[src/rtl/cwheel_stream.sv]
// cwheel_stream: rainbow colour-wheel pixel source for a WS2812 chain.
// Each frame tick streams NUM_LEDS pixels over a valid/ready handshake.
// Ports: clk, reset (sync, active-high), enable, pix_ready in;
//   pix_valid, pix_red/green/blue, pix_index, pix_last, overrun out.
// Define CWHEEL_BRIGHT_EN to add the brightness port and SCALE stage.
module cwheel_stream #(
  parameter int NUM_LEDS     = 8,
  parameter int HUE_SPREAD   = 32,
  parameter int HUE_SPEED    = 1,
  parameter int FRAME_CYCLES = 600000,
  parameter int IDX_W        = (NUM_LEDS > 1) ? $clog2(NUM_LEDS) : 1
) (
  input  logic             clk,
  input  logic             reset,
  input  logic             enable,
`ifdef CWHEEL_BRIGHT_EN
  input  logic [7:0]       brightness,
`endif
  input  logic             pix_ready,
  output logic             pix_valid,
  output logic [7:0]       pix_red,
  output logic [7:0]       pix_green,
  output logic [7:0]       pix_blue,
  output logic [IDX_W-1:0] pix_index,
  output logic             pix_last,
  output logic             overrun
);

  localparam int TW = $clog2(FRAME_CYCLES);
  localparam logic [TW-1:0]    T_LAST = TW'(FRAME_CYCLES - 1);
  localparam logic [IDX_W-1:0] I_LAST = IDX_W'(NUM_LEDS - 1);
  localparam logic [7:0]       SPEED  = 8'(HUE_SPEED);
  localparam logic [7:0]       SPREAD = 8'(HUE_SPREAD);

  typedef enum logic [1:0] {
    S_IDLE,
    S_CALC,
    S_SCALE,
    S_SEND
  } state_t;

  state_t           r_state;
  logic [TW-1:0]    r_timer;
  logic [7:0]       r_base;
  logic [7:0]       r_hue;
  logic [IDX_W-1:0] r_idx;
  logic             r_valid;
  logic             r_last;
  logic             r_ovr;
  logic [7:0]       r_red;
  logic [7:0]       r_grn;
  logic [7:0]       r_blu;
`ifdef CWHEEL_BRIGHT_EN
  logic [7:0]       r_bright;
  logic [7:0]       r_wr;
  logic [7:0]       r_wg;
  logic [7:0]       r_wb;

  function automatic logic [7:0] scale(
    input logic [7:0] c,
    input logic [7:0] b
  );
    return 8'(({9'd0, c} * ({1'b0, b} + 9'd1)) >> 8);
  endfunction
`endif

  logic       w_tick;
  logic [7:0] w_off;
  logic [7:0] w_up;
  logic [7:0] w_dn;
  logic [7:0] w_r;
  logic [7:0] w_g;
  logic [7:0] w_b;

  assign w_tick = enable && (r_timer == T_LAST);

  // Ramp values: 3*offset never exceeds 255 within a segment.
  assign w_up = 8'({2'b00, w_off} * 10'd3);
  assign w_dn = 8'd255 - w_up;

  always_comb begin
    w_off = r_hue;
    w_r   = 8'd0;
    w_g   = 8'd0;
    w_b   = 8'd0;
    unique case (1'b1)
      (r_hue < 8'd85): begin
        w_off = r_hue;
        w_r   = w_dn;
        w_b   = w_up;
      end
      (r_hue >= 8'd85 && r_hue < 8'd170): begin
        w_off = r_hue - 8'd85;
        w_g   = w_up;
        w_b   = w_dn;
      end
      (r_hue >= 8'd170): begin
        w_off = r_hue - 8'd170;
        w_r   = w_up;
        w_g   = w_dn;
      end
    endcase
  end

  always_ff @(posedge clk) begin
    if (reset || !enable || w_tick) r_timer <= '0;
    else                            r_timer <= r_timer + TW'(1);
  end

  always_ff @(posedge clk) begin
    if (reset) begin
      r_state <= S_IDLE;
      r_base  <= 8'd0;
      r_hue   <= 8'd0;
      r_idx   <= '0;
      r_valid <= 1'b0;
      r_last  <= 1'b0;
      r_ovr   <= 1'b0;
      r_red   <= 8'd0;
      r_grn   <= 8'd0;
      r_blu   <= 8'd0;
`ifdef CWHEEL_BRIGHT_EN
      r_bright <= 8'd0;
      r_wr     <= 8'd0;
      r_wg     <= 8'd0;
      r_wb     <= 8'd0;
`endif
    end else begin
      // Tick decisions use the pre-edge state, independent of accept.
      if (w_tick) begin
        r_base <= r_base + SPEED;
        if (r_state != S_IDLE) r_ovr <= 1'b1;
      end
      unique case (r_state)
        S_IDLE: begin
          if (w_tick) begin
            r_hue   <= r_base + SPEED;
            r_idx   <= '0;
`ifdef CWHEEL_BRIGHT_EN
            r_bright <= brightness;
`endif
            r_state <= S_CALC;
          end
        end
        S_CALC: begin
`ifdef CWHEEL_BRIGHT_EN
          r_wr    <= w_r;
          r_wg    <= w_g;
          r_wb    <= w_b;
          r_state <= S_SCALE;
`else
          r_red   <= w_r;
          r_grn   <= w_g;
          r_blu   <= w_b;
          r_valid <= 1'b1;
          r_last  <= (r_idx == I_LAST);
          r_state <= S_SEND;
`endif
        end
`ifdef CWHEEL_BRIGHT_EN
        S_SCALE: begin
          r_red   <= scale(r_wr, r_bright);
          r_grn   <= scale(r_wg, r_bright);
          r_blu   <= scale(r_wb, r_bright);
          r_valid <= 1'b1;
          r_last  <= (r_idx == I_LAST);
          r_state <= S_SEND;
        end
`endif
        S_SEND: begin
          if (pix_ready) begin
            r_valid <= 1'b0;
            r_last  <= 1'b0;
            if (r_idx == I_LAST) begin
              r_state <= S_IDLE;
            end else begin
              r_idx   <= r_idx + IDX_W'(1);
              r_hue   <= r_hue + SPREAD;
              r_state <= S_CALC;
            end
          end
        end
        default: r_state <= S_IDLE;
      endcase
    end
  end

  assign pix_valid = r_valid;
  assign pix_red   = r_red;
  assign pix_green = r_grn;
  assign pix_blue  = r_blu;
  assign pix_index = r_idx;
  assign pix_last  = r_last;
  assign overrun   = r_ovr;

endmodule

[config.mk]
export PLATFORM = sky130hd
export DESIGN_NAME = cwheel_stream
export DESIGN_NICKNAME = d
export VERILOG_FILES = /design/src/rtl/cwheel_stream.sv
export SDC_FILE = /design/constraint.sdc
export NUM_CORES = 1
export LEC_CHECK = 0
export BUFFER_PORTS_ARGS = -buffer_cell sky130_fd_sc_hd__buf_2
export CAP_MARGIN = 20
export CORE_MARGIN = 3
export CORE_UTILIZATION = 50
export DETAILED_ROUTE_END_ITERATION = 10
export HOLD_SLACK_MARGIN = 0.05
export PLACE_DENSITY_LB_ADDON = 0.15
export REMOVE_ABC_BUFFERS = 1
export SYNTH_ARGS = -nofsm -noshare
export SYNTH_HDL_FRONTEND = slang
export SYNTH_SLANG_ARGS = --single-unit
[constraint.sdc]
create_clock -name clk -period 4.89 [get_ports clk]
set_clock_uncertainty 0.15 [all_clocks]
set_input_delay 0.7335 -clock clk [delete_from_list [all_inputs] [get_ports clk]]
set_output_delay 0.7335 -clock clk [all_outputs]
set_load 0.05 [all_outputs]
==> Word-level counts from Yosys, hierarchy flattened <==
Index checks and enable logic that the tools add are counted.
{ "totals": {"register_bits": 68, "in_bits": 4, "wordCells": 62} }
{ "classes": {"addsub": 7, "multipliers": 1, "order_cmp": 4, "n_eq_ne": 7, "muxes": 19, "n_reduce_logical": 13} }
{ "ops": {"columns": ["op", "count"], "rows": [
  ["$pmux W8 S2", 4],
  ["$mux W8", 3],
  ["$pmux W8 S3", 1],
  ["$add A20 B1 Y20 const B", 1],
  ["$eq A20 B20 Y1 const B", 1],
  ["$mux W3", 3],
  ["$add A8 B1 Y8 const B", 1],
  ["$add A8 B6 Y8 const B", 1],
  ["$ge A8 B7 Y1 const B", 1],
  ["$ge A8 B8 Y1 const B", 1],
  ["$lt A8 B7 Y1 const B", 1],
  ["$lt A8 B8 Y1 const B", 1],
  ["$mul A8 B2 Y8 const B", 1],
  ["$sub A8 B7 Y8 const B", 1],
  ["$sub A8 B8 Y8 const A", 1],
  ["$sub A8 B8 Y8 const B", 1],
  ["$ne A2 B2 Y1 const B", 3],
  ["$pmux W2 S3", 1],
  ["$pmux W3 S2", 1],
  ["$reduce_and A2 Y1", 3],
  ["$reduce_bool A2 Y1", 3],
  ["$mux W2", 2],
  ["$pmux W1 S2", 2],
  ["$reduce_and A4 Y1", 1],
  ["9 further kinds", 12]
]} }

==> Logic depth before layout (Yosys ltp) <==
Gate-level depths: netlist of the first run.
{ "logic_depth": {"ltp_word": 6, "ltp_mapped": 16} }

==> Worst setup path before layout of the first run <==
No wires, ideal clock.
{ "synth_path": {"path_kind": "reg-to-reg", "from": "register r_hue[0]", "to": "register r_grn[7] (netlist: pix_green[7])", "setup_ns": 0.092, "arrival_time_ns": 3.471, "t_required_ns": 4.648, "setup_slack_ns": 1.177, "stages_incl_launch_ff": 16, "cell_sequence": "dfxtp_1 -> inv_1 -> ha_1 -> nand2b_1 -> nor4_2 -> o31ai_2 -> clkbuf_1 -> o221ai_1 -> ha_1 -> fa_1 -> a211oi_1 -> o21bai_1 -> a21o_1 -> a21oi_1 -> a211oi_1 -> nor4_1"} }
{ "synth_via": {"elab_chain_len": 6, "word_cells_on_any_way": 11, "classes_between": "add/sub: 3; mul: 1; order compare: 4; mux: 2; reduce/logical: 1"} }
{ "synth_rtl": {"columns": ["element", "line_no", "source"], "rows": [
  ["from (decl)", "45", "logic [7:0] r_hue;"],
  ["from (signal assigned)", "137", "r_hue <= r_base + SPEED;"],
  ["from (signal assigned)", "178", "r_hue <= r_hue + SPREAD;"],
  ["$ge A8 B7 Y1 / $lt A8 B8 Y1 (equally long branches)", "92", "(r_hue >= 8'd85 && r_hue < 8'd170): begin"],
  ["$logic_and A1 B1 Y1", "92", null],
  ["$pmux W8 S3", "86", "unique case (1'b1)"],
  ["$mul A8 B2 Y8", "78", "assign w_up = 8'({2'b00, w_off} * 10'd3);"],
  ["$sub A8 B8 Y8", "79", "assign w_dn = 8'd255 - w_up;"],
  ["$pmux W8 S2 *", "86", null],
  ["to (signal assigned)", "153", "r_grn <= w_g;"],
  ["to (decl)", "51", "logic [7:0] r_grn;"]
]} }
Every way passes the cells marked *; elsewhere a longest branch is shown, timed or not.
A chain may end at the register's enable or synchronous reset.

==> Worst setup path in the final report of the first run <==
{ "layout_path": {"from": "register r_hue[1]", "to": "register r_red[7] (netlist: pix_red[7])"} }
{ "layout_via": {"elab_chain_len": 6, "word_cells_on_any_way": 11, "classes_between": "add/sub: 3; mul: 1; order compare: 4; mux: 2; reduce/logical: 1"} }
{ "layout_rtl": {"columns": ["element", "line_no", "source"], "rows": [
  ["$ge A8 B7 Y1 / $lt A8 B8 Y1 (equally long branches)", "92", null],
  ["$logic_and A1 B1 Y1", "92", null],
  ["$pmux W8 S3", "86", null],
  ["$mul A8 B2 Y8", "78", null],
  ["$sub A8 B8 Y8", "79", null],
  ["$pmux W8 S2 *", "86", null],
  ["to (signal assigned)", "152", "r_red <= w_r;"],
  ["to (decl)", "50", "logic [7:0] r_red;"]
]} }
Marks and branches as above.

==> impl_metrics.toml, run 1 <==
[floorplanning]
die_height_um = 94.6
dieArea_sq_um = 8950
io_pins = 34
num_rows = 31
core_sq_um = 7450
start_util = 0.527
die_w_um = 94.6

[critical_path]
crit_arrival_ps = 4360
critPathTopFamily = "compound AO/OA/AOI/OAI gates"
worstSetupEndpointType = "register"
cp_slowest_stage_delay_ps = 660
path_buf_inv = 1
cp_cell_sequence = "inv_1 > ha_1 > nand2b_1 > a21o_1 > a21oi_1 > o22ai_1 > fa_1 > a211oi_1 > o21bai_1 > a21o_1 > a21oi_1 > a211oi_1 > nor4_1"
crit_path_start_kind = "register"
critical_path_class = "register to register"
critical_path_required_ps = 4990
critPathMaxFanout = 11
cpMaxStageDelayCell = "a21oi_1"

[timing]
slew_headroom = 0.406
slew_viol_final = 0
hold_violations = 0
grt_setup_unrepaired = "no"
setup_viol = 0
period_needed_ps = 4260
holdWs_ps = 301
tightest_slew_ps = 891
setup_ws_ps = 633
fin_crit_sh = 0.871
final.setup.tns_ps = 0
fmax_mhz = 235

[worst_hold_path]
hold_class = "register to register"

[placement]
dp_worst_setup_slack_ps = 716
dpl.cell_count = 601
dpl.hpwl_um = 5770
post_dp_cell_area_sq_um = 4120
numPortBuffers = 33
place_congestion = 0.884

[synthesis]
ys_ff_latch = 68
synthTopCellsByArea = "dfxtp_1 35%, nor2_1 8.4%, ha_1 6.1%"
ys_types = 63
netlist_area_sq_um = 3920
syn_area_per_cell_sq_um = 7.99
synth_flop_cell = "dfxtp_1"
synth.top_cell.area_share = 0.347
yosys_warnings = 0
synth_seq_area_share = 0.347
ys_async_sr_fraction = 0
yosys.area.top_type = "dfxtp_1"
synth_edf_count = 0
synthesis.instances = 491

[grt]
globalRouteMet1Util = 0.254
grt_util_met3 = 0.0335
use_met2 = 0.352
grt_overflow = 0
grt_usage = 0.204
grt_max_degree = 50
grt_pass1_wl_um = 14700
antenna_found_initial = 0
grt_pass1_vias = 3317
grt.busiest_layer = "met2"

[route]
ant_nets = 0
routedWlPerCell_um = 13.6
drtIter0Drc = 218
firstDrtPassIters = 4
wl_um = 8360
post-route-drc-count = 0
num_vias = 3438
viasPerCell = 5.58

[cts]
ctsResizeCount = 0
tritoncts = "yes"
cts_buffers = 9
cts_htree_levels = 3
insertion_delay_ps = 350
path_clk_slew_ps = 70
cts-root-buf = "clkbuf_8"
postCtsHoldBufs = 0
clock-sinks = 68
post-cts-setup-buffer-count = 0
clock_path_buffers = 2

[power_and_ir_drop]
p_total_mw = 1.18
ir_worst_vdd_v = 0.000166
p_leak_nw = 1.63
p_per_area_nw_per_um2 = 270

[final_layout]
finalNonFillerCells = 616
num_antenna_cells = 0
syn2layout_area_growth_pct = 11.7
final_util = 0.588
finalNetCount = 537
drive_above_1_share = 0.128
final_area_sq_um = 4380

[outcome]
outcome = "completed"

[run]
maxCapViolCount = 0
## placed cells by master, fill, tap and decap left out, types with 9 or more instances in the layout
master and count:
nor2_1 87, nand3_1 19, buf_2 33, xor2_1 12, a21oi_1 38, nor3_1 10
a211oi_1 23, o21ai_0 13, dfxtp_1 68, ha_1 19, inv_1 14, clkbuf_8 9
nand2_1 44, xnor2_1 20
## cells by family (layout without fill, tap and decap cells)
logic type	after synthesis	in the layout	synth area share
and+or+nand+nor	202	202	0.240
adders and majority gates	20	20	0.0657
buffers and inverters	41	67	0.0459
xor gates and xnor gates	32	32	0.0714
DFF	68	68	0.347
AOI/OAI and AO/OA	124	124	0.219
muxes	4	4	0.0102
## report_power, final
group          total, mW  switching (mW)  internal, mW
clock              0.616           0.226         0.389
sequential         0.555        0.000750         0.554
combinational     0.0122          0.0101       0.00209
## worst reg2reg max path, delay by kind of cell, from the launching register on
family          cells  cell delay (ps)
compound gates      8             2280
fa+ha+maj           2              700
flops               1              490
simple gates        2              400
buf+inv             1              160
## cell type report
| cell class | count | area [sq um] |
|---|---|---|
| Fill cell | 716 | 3070 |
| Multi-Input combinational cell | 382 | 2380 |
| Sequential cell | 68 | 1360 |
| Timing Repair Buffer | 37 | 195 |
| Clock inverter | 6 | 136 |
| Clock buffer | 9 | 124 |
| Tap cell | 99 | 124 |
| Inverter | 15 | 56.3 |
## cell usage after synthesis (all sizes together) (7+ instances only)
cell type  instances
o211ai             8
buf               11
nor2              88
nor4               7
nor3              11
a211oi            24
clkbuf            15
a21oi             40
dfxtp             68
nand3             19
nand2             44
ha                19
inv               15
xor2              12
xnor2             20
o21ai             17
## sequential cells by signal (all words and copies together) (netlist names)
register,flops
pix_red,8
pix_valid,1
r_timer,20
pix_last,1
r_state,2
overrun,1
pix_index,3
r_hue,8
pix_blue,8
pix_green,8
r_base,8
## routing by layer
| metal | vias up | wire [um] |
|---|---|---|
| met5 | - | 0 |
| met4 | 0 | 121 |
| met3 | 11 | 331 |
| met2 | 71 | 3950 |
| met1 | 1565 | 3960 |
| li1 | 1791 | - |
## path summary, 6_finish.rpt
path,from,to,slack [ps],cells past startpoint
max,r_hue[1],pix_red[7],630,13
min,overrun,overrun,300,2
max reg2reg,r_hue[1],pix_red[7],630,13
min reg2reg,overrun,overrun,300,2
Power figures use the tool's default switching activity.
==> inputs of run 2 (changes only) <==
Settings changed: PLACE_DENSITY set to 0.77, PLACE_DENSITY_LB_ADDON 0.15 to unset.
==> impl_metrics.toml, run 2 (synthesized netlist as in run 1, its figures left out) <==
[timing]
final.setup.tns_ps = 0
fmax_mhz = 233
slew_headroom = 0.429
setup_viol = 0
grt_setup_unrepaired = "no"
fin_crit_sh = 0.876
slew_viol_final = 0
tightest_slew_ps = 857
period_needed_ps = 4280
hold_violations = 0

[critical_path]
critPathTopFamily = "compound AO/OA/AOI/OAI gates"
cp_slowest_stage_delay_ps = 650
critical_path_class = "register to register"
worstSetupEndpointType = "register"
path_buf_inv = 1
cp_cell_sequence = "inv_1 > ha_1 > nand2b_1 > a21o_1 > a21oi_1 > o22ai_1 > fa_1 > a211oi_1 > o21bai_1 > a21o_1 > a21oi_1 > a211oi_1 > nor4_1"
crit_arrival_ps = 4390
critPathMaxFanout = 11
cpMaxStageDelayCell = "a21oi_1"
critical_path_required_ps = 5000
crit_path_start_kind = "register"

[final_layout]
final_cell_mix = "87 x nor2_1, 68 x dfxtp_1, 44 x nand2_1"
final_util = 0.581
seq_area_sq_um = 1360
drive_above_1_share = 0.129
syn2layout_area_growth_pct = 10.4
num_antenna_cells = 0
finalNetCount = 537
final_common_cell = "nor2_1"
top_register = "r_timer"
multiInputGateArea_sq_um = 2380
fill_cells = 713
largest_reg_flops = 20

[cts]
cts_htree_levels = 3
cts_buffers = 9
postCtsHoldBufs = 0
path_clk_slew_ps = 90
clock-sinks = 68
cts-root-buf = "clkbuf_8"
post-cts-setup-buffer-count = 0
insertion_delay_ps = 350
ctsResizeCount = 0
clock_path_buffers = 2
tritoncts = "yes"

[route]
num_vias = 3493
firstDrtPassIters = 4
routedWlPerCell_um = 13.9
viasPerCell = 5.66
wl_um = 8570
drtIter0Drc = 167
post-route-drc-count = 0
ant_nets = 0

[floorplanning]
num_rows = 31
io_pins = 34
core_sq_um = 7450
die_height_um = 94.6
dieArea_sq_um = 8950
start_util = 0.527
die_w_um = 94.6

[power_and_ir_drop]
p_switching_mw = 0.240
ir_worst_vdd_v = 0.000185
p_seq_frac = 0.529
p_per_area_nw_per_um2 = 242
switching_share = 0.228
p_leak_nw = 1.60
combinationalPowerShare = 0.011
power.internal_mw = 0.809
p_total_mw = 1.05
pwr-share-clk = 0.460

[outcome]
outcome = "completed"

[grt]
grt_usage = 0.203
grt_overflow = 0
grt_max_degree = 50
grt_pass1_vias = 3286
antenna_found_initial = 0
grt_pass1_wl_um = 14600

[worst_hold_path]
hold_class = "register to register"

[run]
maxCapViolCount = 0

[placement]
dpl.hpwl_um = 6090
place_congestion = 0.858
numPortBuffers = 33
-- run 2: final cells by class --
type,instances,share of cell area
multi-input cells,382,0.551
flip-flops and latches,68,0.314
repair buffers,37,0.0451
well taps,99,0.0286
inverters,15,0.0130
clock inverters,6,0.0165
clock buffers,10,0.0318
-- run 2: layer usage --
metal	vias up	routed length, um	GRT usage
met5	-	0	0
met4	0	96	0.0649
met3	11	371	0.0582
met2	69	4150	0.352
met1	1632	3950	0.241
li1	1781	-	-
-- run 2: worst reg2reg max path, delay by kind of cell (launching register included) --
kind,cells,cell delay [ps]
compound gates,8,2310
fa+ha+maj,2,700
flops,1,480
simple gates,2,400
buf+inv,1,150
-- run 2: path summary, 6_finish.rpt --
check / startpoint / to / slack (ps) / cells past startpoint
worst min-delay path: overrun / overrun / 300 / 2
worst max register to register: r_hue[1] / pix_green[7] / 610 / 13
worst min register to register: overrun / overrun / 300 / 2
worst max-delay path: r_hue[1] / pix_green[7] / 610 / 13
-- run 2: power by group through the flow --
| stage | clock network (mW) | registers, mW | logic, mW |
|---|---|---|---|
| floorplan | 0 | 0.568 | 0.00336 |
| global placement | 0 | 0.568 | 0.0119 |
| detailed placement | 0 | 0.568 | 0.0121 |
| CTS | 0.496 | 0.555 | 0.0121 |
| global route | 0.521 | 0.555 | 0.0137 |
| finish | 0.482 | 0.555 | 0.0119 |
-- run 2: stage by stage --
stage	cells	instance area (sq um)	hold slack (ps)	setup WS, ps
final	617	4330	300	607
after global routing	617	4330	333	252
after CTS	617	4330	305	686
after detailed placement	601	4120	285	670
after global placement	601	4120	280	877
after floorplan	465	3800	280	1020
==> inputs of run 3 (changes only) <==
Settings changed: CORE_ASPECT_RATIO set to 0.7, CTS_CLUSTER_SIZE set to 12.
Clock period 4.89 ns to 4.7 ns, I/O delays scaled along.
==> impl_metrics.toml, run 3 (synthesized netlist as in run 1, its figures left out) <==
[outcome]
outcome = "completed"

[grt]
antenna_found_initial = 0
grt_overflow = 0
grt_usage = 0.213
grt_pass1_wl_um = 15800
grt_pass1_vias = 3348
grt_max_degree = 50

[timing]
slew_headroom = 0.411
holdWs_ps = 294
final.setup.tns_ps = 0
fmax_mhz = 243
grt_setup_unrepaired = "no"
slew_viol_final = 0
period_needed_ps = 4110
tightest_slew_ps = 884
fin_crit_sh = 0.875
hold_violations = 0
setup_viol = 0

[power_and_ir_drop]
p_seq_frac = 0.569
power.internal_mw = 0.767
pwr-share-clk = 0.419
ir_worst_vdd_v = 0.000137
switching_share = 0.245
combinationalPowerShare = 0.012
p_total_mw = 1.01
p_leak_nw = 1.59
p_switching_mw = 0.248
p_per_area_nw_per_um2 = 236

[critical_path]
reg2reg_from = "r_hue[0]"
critical_path_class = "register to register"
cp_slowest_stage_delay_ps = 490
critical_path_required_ps = 4810
crit_path_start_kind = "register"
cpMaxStageDelayCell = "dfxtp_1"
critPathTopFamily = "compound AO/OA/AOI/OAI gates"
path_buf_inv = 1
critPathMaxFanout = 11
worstSetupEndpointType = "register"
ff2ff_setup_slack_ps = 590
worstReg2RegEnd = "pix_red[7]"
crit_arrival_ps = 4220
reg2reg_depth = 15
cp_cell_sequence = "inv_1 > ha_1 > nand2b_1 > a21o_1 > a21oi_2 > nand2_1 > o221ai_1 > ha_1 > fa_1 > a211oi_1 > o21bai_1 > a21o_1 > a21oi_1 > a211oi_1 > nor4_1"

[route]
post-route-drc-count = 0
routedWlPerCell_um = 14.7
firstDrtPassIters = 5
wl_um = 9070
num_vias = 3539
ant_nets = 0
drtIter0Drc = 255
viasPerCell = 5.75

[run]
maxCapViolCount = 0

[placement]
numPortBuffers = 33
place_congestion = 0.989
post_dp_cell_area_sq_um = 4120
dpl.hpwl_um = 6440

[cts]
tritoncts = "yes"
cts-root-buf = "clkbuf_8"
cts_buffers = 9
cts_htree_levels = 3
clock_path_buffers = 2
postCtsHoldBufs = 0
path_clk_slew_ps = 80
clock-sinks = 68
insertion_delay_ps = 350

[final_layout]
top_register = "r_timer"
syn2layout_area_growth_pct = 9.38
final_util = 0.576
final_cell_mix = "87 x nor2_1, 68 x dfxtp_1, 44 x nand2_1"
largest_reg_flops = 20
final_area_sq_um = 4290
final_common_cell = "nor2_1"
finalNetCount = 537
drive_above_1_share = 0.131
num_antenna_cells = 0

[floorplanning]
io_pins = 34
core_sq_um = 7450
dieArea_sq_um = 8960
die_w_um = 112
num_rows = 26
start_util = 0.527
die_height_um = 80.1

[worst_hold_path]
hold_start = "overrun"
min_to = "overrun"
hold_class = "register to register"
whs_path_depth = 2
run 3: what timing repair did:
| action | in CTS | in global routing |
|---|---|---|
| setup endpoints to repair | 0 | 3 |
| resized for setup | 0 | 1 |
| buffers inserted | 0 | 0 |
run 3: final cells by class:
| cell class | instances | area [sq um] |
|---|---|---|
| clock buffer | 9 | 124 |
| multi-input combinational | 382 | 2390 |
| fill | 688 | 3160 |
| clock inverter | 7 | 43.8 |
| timing repair buffer | 37 | 195 |
| sequential | 68 | 1360 |
| tap | 98 | 123 |
| inverter | 15 | 56.3 |
run 3: worst register-to-register path: stages, from the launching register on:
cell and delay (ps):
dfxtp_1 490, inv_1 160, ha_1 280, nand2b_1 170, a21o_1 200, a21oi_2 150
nand2_1 110, o221ai_1 200, ha_1 300, fa_1 430, a211oi_1 350, o21bai_1 180
a21o_1 220, a21oi_1 270, a211oi_1 110, nor4_1 240
run 3: through the flow:
| step | std cells | worst slack (ps) |
|---|---|---|
| 3_5_place_dp | 600 | 452 |
| 6_report | 616 | 588 |
| 2_1_floorplan | 465 | 834 |
| 3_3_place_gp | 600 | 672 |
| 5_1_grt | 616 | 306 |
| 4_1_cts | 616 | 427 |
run 3: routing by layer:
metal / GRT usage / part of all wire
met3: 0.0474 / 0.060
met4: 0.0595 / 0.0094
met5: 0 / 0
met2: 0.318 / 0.42
met1: 0.307 / 0.51
run 3: how the worst max path moves through the flow:
| stage | start | endpoint | slack (ps) | cells after the start |
|---|---|---|---|---|
| 3_3_place_gp | r_hue[1] | pix_red[7] | 670 | 13 |
| 2_1_floorplan | r_hue[0] | pix_green[6] | 830 | 14 |
| 5_1_grt | r_hue[1] | pix_green[7] | 310 | 13 |
| 4_1_cts | r_hue[1] | pix_red[7] | 430 | 13 |
| 3_5_place_dp | r_hue[1] | pix_red[7] | 450 | 13 |
| 6_report | r_hue[0] | pix_red[7] | 590 | 15 |
run 3: power by group through the flow:
stage / logic, mW / clock network (mW) / registers [mW]
after CTS: 0.0126 / 0.435 / 0.577
after floorplan: 0.00350 / 0 / 0.591
final: 0.0125 / 0.425 / 0.577
after global placement: 0.0126 / 0 / 0.591
after detailed placement: 0.0126 / 0 / 0.591
after global routing: 0.0140 / 0.461 / 0.577
